===== config.mk =====
export PLATFORM = sky130hd
export DESIGN_NAME = led_activity_bank_flat
export DESIGN_NICKNAME = d
export VERILOG_FILES = /design/src/rtl/led_activity_bank_pkg.sv /design/src/rtl/led_activity_bank_if.sv /design/src/rtl/led_activity_bank_chan.sv /design/src/rtl/led_activity_bank.sv /design/src/flat_wrapper.sv
export SDC_FILE = /design/constraint.sdc
export NUM_CORES = 1
export LEC_CHECK = 0
export CORE_MARGIN = 1
export CORE_UTILIZATION = 30
export DETAILED_ROUTE_END_ITERATION = 7
export GPL_ROUTABILITY_DRIVEN = 0
export GPL_TIMING_DRIVEN = 0
export PLACE_DENSITY = 0.53
export SKIP_LAST_GASP = 1
export SLEW_MARGIN = 0
export SYNTH_ARGS = -nofsm -noshare
export SYNTH_HDL_FRONTEND = slang
export SYNTH_HIERARCHICAL = 1
export SYNTH_SLANG_ARGS = --single-unit

===== constraint.sdc =====
create_clock -name clk -period 6.5 [get_ports clk]
set_input_delay 0.975 -clock clk [delete_from_list [all_inputs] [get_ports clk]]
set_output_delay 0.975 -clock clk [all_outputs]
set_load 0.1 [all_outputs]

===== src/rtl/led_activity_bank_pkg.sv =====
// led_activity_pkg: shared types and helpers for the LED activity bank.
//   chan_state_t : per-channel FSM state (IDLE / ON / GAP)
//   clog2        : ceil(log2(v)), never below 1 so counters always have a bit
package led_activity_pkg;

  typedef enum logic [1:0] {
    IDLE = 2'd0,
    ON   = 2'd1,
    GAP  = 2'd2
  } chan_state_t;

  function automatic int clog2(input int v);
    int r;
    r = 0;
    for (int i = 0; i < 32; i++)
      if ((64'(1) << r) < 64'(v)) r = r + 1;
    return (r < 1) ? 1 : r;
  endfunction

endpackage


===== src/rtl/led_activity_bank_if.sv =====
// Bus bundle for led_activity_bank.
//   in         : asynchronous activity inputs, one bit per channel
//   led_out    : per-channel stretched LED drive
//   led_any    : OR of led_out
//   rate_data  : per-channel event count of the last window, ch0 in LSBs
//   rate_valid : one-cycle strobe when rate_data updates
// master drives the inputs (board / bench), slave is the bank itself.
interface led_activity_bank_if #(
  parameter int NCH    = 4,
  parameter int RATE_W = 16
);
  logic [NCH-1:0]        in;
  logic [NCH-1:0]        led_out;
  logic                  led_any;
  logic [NCH*RATE_W-1:0] rate_data;
  logic                  rate_valid;

  modport master (output in, input led_out, led_any, rate_data, rate_valid);
  modport slave  (input in, output led_out, led_any, rate_data, rate_valid);
endinterface


===== src/rtl/led_activity_bank_chan.sv =====
// led_stretch_chan: one activity channel.
//   clk, reset : clock, synchronous active-high reset
//   i_in       : asynchronous activity input
//   o_led      : registered stretched LED drive
//   o_edge     : synchronised rising-edge pulse (feeds the optional rate counter)
// Input is double-flopped (s0, s1), s2 is history; a rising edge starts an
// on-pulse of STRETCH cycles, followed by a forced GAP_CYCLES off-time so
// continuous activity blinks. Edges during the gap are remembered in r_pend.
module led_stretch_chan
  import led_activity_pkg::*;
#(
  parameter int STRETCH    = 4,
  parameter int GAP_CYCLES = 2,
  parameter int RETRIGGER  = 0,
  parameter int CNT_W      = 2
) (
  input  logic clk,
  input  logic reset,
  input  logic i_in,
  output logic o_led,
  output logic o_edge
);
  localparam logic [CNT_W-1:0] ON_LD  = CNT_W'(STRETCH - 1);
  localparam logic [CNT_W-1:0] GAP_LD = CNT_W'((GAP_CYCLES > 0) ? GAP_CYCLES - 1 : 0);

  logic             r_s0, r_s1, r_s2;
  logic             r_led, r_pend;
  logic [CNT_W-1:0] r_cnt;
  chan_state_t      r_state;
  logic             w_edge;

  assign w_edge = r_s1 & ~r_s2;
  assign o_edge = w_edge;
  assign o_led  = r_led;

  always_ff @(posedge clk) begin
    if (reset) begin
      r_s0    <= 1'b0;
      r_s1    <= 1'b0;
      r_s2    <= 1'b0;
      r_led   <= 1'b0;
      r_pend  <= 1'b0;
      r_cnt   <= '0;
      r_state <= IDLE;
    end else begin
      r_s0 <= i_in;
      r_s1 <= r_s0;
      r_s2 <= r_s1;
      case (r_state)
        IDLE: begin
          if (w_edge) begin
            r_state <= ON;
            r_cnt   <= ON_LD;
            r_led   <= 1'b1;
          end
        end
        ON: begin
          // Without retrigger an edge while lit is simply dropped.
          if (w_edge && (RETRIGGER != 0)) begin
            r_cnt <= ON_LD;
          end else if (r_cnt == '0) begin
            r_led  <= 1'b0;
            r_pend <= 1'b0;
            if (GAP_CYCLES == 0) begin
              r_state <= IDLE;
            end else begin
              r_state <= GAP;
              r_cnt   <= GAP_LD;
            end
          end else begin
            r_cnt <= r_cnt - CNT_W'(1);
          end
        end
        GAP: begin
          if (r_cnt == '0) begin
            r_pend <= 1'b0;
            // An edge on the last gap cycle counts as pending too.
            if (r_pend || w_edge) begin
              r_state <= ON;
              r_cnt   <= ON_LD;
              r_led   <= 1'b1;
            end else begin
              r_state <= IDLE;
            end
          end else begin
            r_cnt <= r_cnt - CNT_W'(1);
            if (w_edge) r_pend <= 1'b1;
          end
        end
        default: begin
          r_state <= IDLE;
          r_led   <= 1'b0;
        end
      endcase
    end
  end
endmodule


===== src/rtl/led_activity_bank.sv =====
// led_activity_bank: NCH-channel LED activity indicator.
//   clk, reset : clock, synchronous active-high reset
//   bus        : led_activity_bank_if.slave (in, led_out, led_any,
//                rate_data, rate_valid)
// Optional feature: define LED_RATE_COUNT_EN to build per-channel edge-rate
// counters over a WINDOW-cycle window; otherwise rate_data/rate_valid are 0.
module led_activity_bank
  import led_activity_pkg::*;
#(
  parameter int NCH        = 4,
  parameter int STRETCH    = 2400000,
  parameter int GAP_CYCLES = 1200000,
  parameter int RETRIGGER  = 0,
  parameter int WINDOW     = 48000000,
  parameter int RATE_W     = 16
) (
  input  logic                clk,
  input  logic                reset,
  led_activity_bank_if.slave  bus
);
  localparam int CNT_W = clog2((STRETCH > GAP_CYCLES) ? STRETCH : GAP_CYCLES);

  logic [NCH-1:0] w_led;
  logic [NCH-1:0] w_edge;

  for (genvar g = 0; g < NCH; g++) begin : g_chan
    led_stretch_chan #(
      .STRETCH   (STRETCH),
      .GAP_CYCLES(GAP_CYCLES),
      .RETRIGGER (RETRIGGER),
      .CNT_W     (CNT_W)
    ) u_chan (
      .clk   (clk),
      .reset (reset),
      .i_in  (bus.in[g]),
      .o_led (w_led[g]),
      .o_edge(w_edge[g])
    );
  end

  assign bus.led_out = w_led;
  assign bus.led_any = |w_led;

`ifdef LED_RATE_COUNT_EN
  localparam int WIN_W = clog2(WINDOW);
  localparam logic [WIN_W-1:0] WIN_LAST = WIN_W'(WINDOW - 1);

  logic [WIN_W-1:0]             r_win;
  logic [NCH-1:0][RATE_W-1:0]   r_cnt;
  logic [NCH-1:0][RATE_W-1:0]   r_rate;
  logic                         r_valid;
  logic [NCH-1:0][RATE_W-1:0]   w_inc;

  // Saturating increment; also used on the window's last cycle so that
  // an edge landing there is included in the published count.
  always_comb begin
    w_inc = r_cnt;
    for (int c = 0; c < NCH; c++)
      if (w_edge[c] && (r_cnt[c] != {RATE_W{1'b1}}))
        w_inc[c] = r_cnt[c] + RATE_W'(1);
  end

  always_ff @(posedge clk) begin
    if (reset) begin
      r_win   <= '0;
      r_cnt   <= '0;
      r_rate  <= '0;
      r_valid <= 1'b0;
    end else begin
      r_valid <= 1'b0;
      if (r_win == WIN_LAST) begin
        r_win   <= '0;
        r_rate  <= w_inc;
        r_cnt   <= '0;
        r_valid <= 1'b1;
      end else begin
        r_win <= r_win + WIN_W'(1);
        r_cnt <= w_inc;
      end
    end
  end

  assign bus.rate_data  = r_rate;
  assign bus.rate_valid = r_valid;
`else
  logic w_unused_edge;
  assign w_unused_edge  = ^w_edge;
  assign bus.rate_data  = '0;
  assign bus.rate_valid = 1'b0;
`endif
endmodule

===== src/flat_wrapper.sv =====
// flat-port wrapper written by rule: the top's interface ports become plain ports
module led_activity_bank_flat import led_activity_pkg::*;
#(
  parameter int NCH        = 4,
  parameter int STRETCH    = 2400000,
  parameter int GAP_CYCLES = 1200000,
  parameter int RETRIGGER  = 0,
  parameter int WINDOW     = 48000000,
  parameter int RATE_W     = 16
)
  (clk, reset, bus_in, bus_led_out, bus_led_any, bus_rate_data, bus_rate_valid);
  led_activity_bank_if #(.NCH(NCH), .RATE_W(RATE_W)) bus_i ();
  input  logic clk;
  input  logic reset;
  input wire logic [$bits(bus_i.in)-1:0] bus_in;
  output wire logic [$bits(bus_i.led_out)-1:0] bus_led_out;
  output wire logic [$bits(bus_i.led_any)-1:0] bus_led_any;
  output wire logic [$bits(bus_i.rate_data)-1:0] bus_rate_data;
  output wire logic [$bits(bus_i.rate_valid)-1:0] bus_rate_valid;
  assign bus_i.in = bus_in;
  assign bus_led_out = bus_i.led_out;
  assign bus_led_any = bus_i.led_any;
  assign bus_rate_data = bus_i.rate_data;
  assign bus_rate_valid = bus_i.rate_valid;
  led_activity_bank #(.NCH(NCH), .STRETCH(STRETCH), .GAP_CYCLES(GAP_CYCLES), .RETRIGGER(RETRIGGER), .WINDOW(WINDOW), .RATE_W(RATE_W)) u_core (.clk(clk), .reset(reset), .bus(bus_i));
endmodule

==> flow_summary_export.csv, run 1 <==
group,metric,value,unit
worst_setup_path,cp_data_required_time,5.52,ns
finish,instances_no_fill,1351,
logic_synthesis,synth-xor-area-share,2.73,%
logic_synthesis,yosys.area_share.simple,21.5,%
placement,place_inst,1322,
worst_setup_path,cp_max_fo,3,
worst_setup_path,path_cells,"or4_1, clkdlybuf4s50_1",
floorplanning,dieHeight,159,um
finish,layout.nets,1049,
sta,worst_slack,3.16,ns
drt,first_pass_iters,5,
finish,multi_input_area,0.00441,mm^2
clock_network,postCtsResizedCells,0,
floorplanning,num_rows,57,
placement,placed_area,0.00812,mm^2
finish,area_delta_synth_final,17.6,%
sta,report.final.hold_viol_count,0,
sta,setup_tns,0,ns
logic_synthesis,netlist_area,0.00737,mm^2
logic_synthesis,ys_async_sr_fraction,0,%
job,drv_cap,0,
worst_setup_path,startpoint_type,"flip-flop",
logic_synthesis,syn_area_per_cell,7.98,um^2
placement,io_buffer_count,10,
power_and_ir_drop,intPower,1.77,mW
worst_setup_path,path_buf_inv,1,
floorplanning,core-area,0.0242,mm^2
finish,fill_cells,2520,
power_and_ir_drop,peakVddDrop,0.158,mV
clock_network,cts_tree,"built",
finish,final_cell_mix,"dfxtp_1 (116), nor2_1 (92), a21oi_1 (83)",
sta,rsz0062_at_grt,"false",
sta,fin_hold_ws,0.435,ns
sta,skew,0.0119,ns
placement,pre_cts_ws,3.10,ns
worst_setup_path,path_class,"reg2out",
global_routing,grt_usage,14.9,%
drt,routed-via-count,6761,
finish,final-seq-area,0.00232,mm^2
sta,relSlewSlack,34.1,%
logic_synthesis,synth-compound-area-share,27.4,%
global_routing,grt_pass1_vias,6002,
placement,dp_hpwl,13400,um
logic_synthesis,yosysWarnings,6,
floorplanning,die_area,0.0252,mm^2
logic_synthesis,synth-adder-area-share,4.41,%
clock_network,cts.sinks,116,
worst_setup_path,cp_top_family,"buffers and inverters",
clock_network,numCtsBuffers,17,
power_and_ir_drop,p_switching,1.18,mW
worst_setup_path,max_stage_delay,1.00,ns
worst_hold_path,hp-class,"reg2reg",
logic_synthesis,synth.yosys.seq_area_share,31.5,%
sta,slew_viol_final,0,
floorplanning,die_x,159,um
worst_setup_path,crit_path_end_kind,"output port",
floorplanning,io_pins,76,
worst_setup_path,critPathArrivalTime,2.36,ns
clock_network,cts_max_level,4,
finish,final_cell_area,0.00867,mm^2
drt,wire_per_inst,13.7,um
logic_synthesis,ys_ff_latch,116,
floorplanning,floorplan.initialDensity,30.5,%
finish,drive_gt1_share,14.3,%
power_and_ir_drop,p_leak,3.55,nW
clock_network,root_buffer,"clkbuf_16",
drt,vias_per_cell,5.00,
finish,diodes,0,
power_and_ir_drop,switching_share,40.1,%
clock_network,clock_path_buffers,2,
logic_synthesis,synth-edff-count,0,
drt,drtAntennaViolNets,0,
power_and_ir_drop,power_frac_seq,30.6,%
clock_network,post_cts_buffers,0,
power_and_ir_drop,p_per_area,340,mW/mm^2
sta,max_freq,0.300,GHz
logic_synthesis,synthCells,924,
worst_setup_path,cp_slowest_cell,"clkdlybuf4s50_1",
finish,final_common_cell,"dfxtp_1",
power_and_ir_drop,p_clk_share,30.0,%
sta,period_share,51.4,%
sta,setup_viol,0,
clock_network,hold_buffers,0,
global_routing,grt_overflow_total,0,
drt,finalWirelength,18500,um
global_routing,grt_max_degree,17,
global_routing,grt_pass1_wl,30900,um
drt,drc_errors,0,
power_and_ir_drop,p_comb_share,39.4,%
global_routing,antenna_found_initial,0,
sta,worst_slew_pin_slew,0.980,ns
sta,finalCriticalPeriod,3.34,ns
logic_synthesis,muxShareOfSynthArea,0.407,%
logic_synthesis,yosys.cell_types.count,73,
clock_network,path_clk_slew,0.05,ns
logic_synthesis,ys.flop_type,"dfxtp_1",
clock_network,clock_latency,0.42,ns
status,outcome,"complete, no violations",
logic_synthesis,synth_top_family_by_area,"compound AO/OA/AOI/OAI gates",
drt,drt_iter0_drc,474,
## final timing paths
path	endpoint	startpoint	slack [ns]	cells past startpoint
worst max-delay path	bus_led_any	u_core/g_chan[1].u_chan/o_led	3.16	2
worst min-delay path	u_core/g_chan[3].u_chan/r_s1	u_core/g_chan[3].u_chan/r_s0	0.44	1
worst max register to register	u_core/g_chan[3].u_chan/r_cnt[13]	u_core/g_chan[3].u_chan/r_cnt[0]	3.58	7
worst min register to register	u_core/g_chan[3].u_chan/r_s1	u_core/g_chan[3].u_chan/r_s0	0.44	1
## sequential cells by signal, summed over array words and instances (netlist names)
name and cells:
u_core/g_chan.u_chan/r_cnt 88, u_core/g_chan.u_chan/r_state 8, u_core/g_chan.u_chan/o_led 4, u_core/g_chan.u_chan/r_pend 4
u_core/g_chan.u_chan/r_s0 4, u_core/g_chan.u_chan/r_s1 4, u_core/g_chan.u_chan/r_s2 4
## worst register-to-register path: stages, from the launching register on
cell     delay (ns)
dfxtp_1        0.32
inv_1          0.09
ha_1           0.22
nor4b_2        0.50
nand4_1        0.30
o31ai_1        0.90
nor2_1         0.23
a22o_1         0.26
## power by group through the flow
stage	registers (mW)	clock network, mW	logic, mW
after floorplan	0.926	0	0.919
after global placement	0.916	0	1.15
after detailed placement	0.917	0	1.15
after CTS	0.902	0.907	1.16
after global routing	0.919	0.938	1.27
final	0.903	0.885	1.16
## metrics by stage
| step | utilization (%) | power, mW |
|---|---|---|
| after CTS | 35.9 | 2.97 |
| final | 35.9 | 2.95 |
| after global placement | 33.6 | 2.07 |
| after detailed placement | 33.6 | 2.07 |
| after global routing | 35.9 | 3.13 |
| after floorplan | - | 1.84 |
## synth_stat cells (all sizes together) (22+ instances only)
master	count	area, um^2
dfxtp	116	2320
nor2	92	345
a21oi	85	433
buf	83	608
o21ai	43	215
inv	39	146
nor3	35	175
clkbuf	34	128
nand2	33	124
o22ai	32	200
ha	26	325
or4	22	184
## cells by family after synthesis
kind of cell / after synthesis
multiplexers: 3
XOR/XNOR: 23
adder cells (fa/ha/maj): 26
AND/OR/NAND/NOR: 298
AO/OA/AOI/OAI: 300
flip-flops: 116
other: 1
buffers and inverters: 157
## layout make-up
cell class / instances / share of cell area, %
Multi-Input combinational cell: 715 / 50.8
Sequential cell: 116 / 26.8
Buffer: 117 / 8.48
Clock buffer: 25 / 5.83
Tap cell: 324 / 4.67
Inverter: 40 / 1.73
Timing Repair Buffer: 10 / 1.15
Clock inverter: 4 / 0.548
## layer usage
metal / GRT usage (%) / wire length [um]
met3: 3.24 / 682
met5: 0 / 0
met4: 4.50 / 125
met2: 23.7 / 8510
met1: 20.1 / 9220
Note: power is estimated with default switching activity, not from simulation.
==> inputs of run 2 (changes only) <==
==> constraint.sdc (replaced) <==
create_clock -name clk -period 3.1 [get_ports clk]
set_input_delay 0.465 -clock clk [delete_from_list [all_inputs] [get_ports clk]]
set_output_delay 0.465 -clock clk [all_outputs]
set_load 0.1 [all_outputs]
==> flow_summary_export.csv, run 2 (synthesis gave the netlist of run 1 again) <==
group,metric,value,unit
status,outcome,"complete, no violations",
worst_hold_path,worstHoldStart,"u_core/g_chan[3].u_chan/r_s0",
sta,relSlewSlack,34.1,%
finish,final_common_cell,"dfxtp_1",
floorplanning,core-area,0.0242,mm^2
finish,final_cell_mix,"dfxtp_1 (116), nor2_1 (92), a21oi_1 (83)",
global_routing,grt_usage,14.9,%
worst_setup_path,r2r-start,"u_core/g_chan[2].u_chan/r_cnt[0]",
power_and_ir_drop,p_switching,2.50,mW
drt,drt_iter0_drc,459,
worst_setup_path,startpoint_type,"flip-flop",
drt,finalWirelength,18700,um
worst_setup_path,cp_top_family,"compound AO/OA/AOI/OAI gates",
global_routing,grt_pass1_wl,30900,um
finish,area_delta_synth_final,18.1,%
drt,routed-via-count,6778,
placement,io_buffer_count,10,
drt,first_pass_iters,5,
finish,largest_register_ff_count,88,
sta,setup_viol,0,
sta,max_freq,0.349,GHz
finish,layout.nets,1053,
worst_hold_path,hp-class,"reg2reg",
global_routing,grt_pass1_vias,6002,
power_and_ir_drop,p_per_area,713,mW/mm^2
power_and_ir_drop,switching_share,40.2,%
power_and_ir_drop,p_comb_share,39.6,%
global_routing,met1_usage,20.1,%
worst_setup_path,path_buf_inv,1,
worst_setup_path,r2r-end,"u_core/g_chan[2].u_chan/r_cnt[8]",
power_and_ir_drop,p_clk_share,29.9,%
finish,regMostFlops,"u_core/g_chan.u_chan/r_cnt",
worst_setup_path,max_stage_delay,0.60,ns
floorplanning,die_x,159,um
clock_network,clock_path_buffers,2,
worst_setup_path,cp_max_fo,5,
clock_network,numCtsBuffers,17,
power_and_ir_drop,power_frac_seq,30.5,%
floorplanning,dieHeight,159,um
finish,diodes,0,
sta,setup_tns,0,ns
power_and_ir_drop,intPower,3.71,mW
global_routing,antenna_found_initial,0,
finish,drive_gt1_share,14.7,%
clock_network,cts_max_level,4,
sta,rsz0062_at_grt,"false",
global_routing,grt.busiest_layer,"met2",
worst_setup_path,r2r_cells,8,
drt,drtAntennaViolNets,0,
worst_setup_path,cp_data_required_time,3.41,ns
finish,final_cell_area,0.00871,mm^2
sta,finalCriticalPeriod,2.87,ns
floorplanning,io_pins,76,
worst_setup_path,path_cells,"inv_1, ha_1, or4b_2, nor3_1, a41oi_1, o21ai_0, a21oi_1, a211o_1",
clock_network,hold_buffers,0,
worst_setup_path,path_class,"reg2reg",
clock_network,path_clk_slew,0.05,ns
worst_setup_path,critPathArrivalTime,3.17,ns
sta,period_share,92.4,%
sta,fin_hold_ws,0.436,ns
clock_network,root_buffer,"clkbuf_16",
drt,drc_errors,0,
job,drv_cap,0,
sta,skew,0.0114,ns
sta,worst_slew_pin_slew,0.986,ns
global_routing,met3_usage,3.24,%
placement,dp_hpwl,13400,um
sta,slew_viol_final,0,
worst_hold_path,worstHoldPathCells,1,
worst_hold_path,holdPathEnd,"u_core/g_chan[3].u_chan/r_s1",
finish,top_regs,"u_core/g_chan.u_chan/r_cnt (88), u_core/g_chan.u_chan/r_state (8)",
floorplanning,floorplan.initialDensity,30.5,%
worst_setup_path,worst-r2r-setup-slack,0.23,ns
worst_setup_path,crit_path_end_kind,"flip-flop",
floorplanning,die_area,0.0252,mm^2
clock_network,clock_latency,0.42,ns
drt,vias_per_cell,5.00,
clock_network,cts.sinks,116,
global_routing,grt_max_degree,17,
global_routing,grt_use_met2,23.7,%
sta,report.final.hold_viol_count,0,
power_and_ir_drop,p_leak,3.56,nW
global_routing,grt_overflow_total,0,
drt,wire_per_inst,13.8,um
placement,placed_area,0.00812,mm^2
power_and_ir_drop,peakVddDrop,0.332,mV
floorplanning,num_rows,57,
worst_setup_path,cp_slowest_cell,"o21ai_0",
clock_network,cts_tree,"built",
==> run 2: per-layer routing <==
layer,wire length [um],vias to the layer above,share of wire (%)
met3,814,10,4.3
met5,0,-,0
met4,122,0,0.65
met2,8550,156,46
li1,-,3468,-
met1,9260,3144,49
==> run 2: per-stage QoR <==
| step | instances | power, mW | worst slack (ns) | utilization [%] |
|---|---|---|---|---|
| floorplan | 988 | 3.87 | 0.645 | - |
| CTS | 1351 | 6.22 | 0.138 | 35.9 |
| finish | 1355 | 6.21 | 0.234 | 36.0 |
| detailed placement | 1322 | 4.34 | 0.211 | 33.6 |
| global route | 1355 | 6.57 | 0.0185 | 36.0 |
| global placement | 1322 | 4.33 | 0.189 | 33.6 |
==> run 2: final cells by class <==
type,count,area (um^2)
Clock buffer,25,505
Buffer,117,736
Tap cell,324,405
Clock inverter,4,47.5
Inverter,40,150
Timing Repair Buffer,14,130
Sequential cell,116,2320
Fill cell,2518,15500
Multi-Input combinational cell,715,4410
==> run 2: worst reg2reg max path: stages, from the launching register on <==
cell     delay (ns)
dfxtp_1        0.34
inv_1          0.09
ha_1           0.15
or4b_2         0.58
nor3_1         0.34
a41oi_1        0.27
o21ai_0        0.60
a21oi_1        0.09
a211o_1        0.29
==> run 2: repair_timing <==
item	4_1_cts	5_1_grt
gates resized for setup	0	1
setup endpoints to repair	0	3
setup buffers	0	4
==> run 2: power by group through the flow <==
stage	sequential [mW]	clock (mW)	combinational [mW]
floorplan	1.94	0	1.93
global placement	1.92	0	2.41
detailed placement	1.92	0	2.42
CTS	1.89	1.90	2.43
global route	1.93	1.97	2.68
finish	1.89	1.86	2.46
==> run 2: how the worst max path moves through the flow <==
stage                                           from                                end  slack (ns)  cells past startpoint
finish              u_core/g_chan[2].u_chan/r_cnt[0]   u_core/g_chan[2].u_chan/r_cnt[8]        0.23                      8
detailed placement                             reset  u_core/g_chan[3].u_chan/r_cnt[16]        0.21                      6
global route        u_core/g_chan[2].u_chan/r_cnt[0]   u_core/g_chan[2].u_chan/r_cnt[8]        0.02                      8
global placement    u_core/g_chan[3].u_chan/r_cnt[0]  u_core/g_chan[3].u_chan/r_cnt[13]        0.19                      7
CTS                 u_core/g_chan[3].u_chan/r_cnt[0]  u_core/g_chan[3].u_chan/r_cnt[13]        0.14                      7
floorplan           u_core/g_chan[2].u_chan/r_cnt[4]  u_core/g_chan[2].u_chan/r_cnt[19]        0.65                      8
==> inputs of run 3 (changes only) <==
--- a/config.mk
+++ b/config.mk
@@ -5,6 +5,7 @@
 export SDC_FILE = /design/constraint.sdc
 export NUM_CORES = 1
 export LEC_CHECK = 0
+export CAP_MARGIN = 10
 export CORE_MARGIN = 1
 export CORE_UTILIZATION = 30
 export DETAILED_ROUTE_END_ITERATION = 7
==> results of run 3 <==
The final DEF is identical to that of run 2; final timing and power are the same.
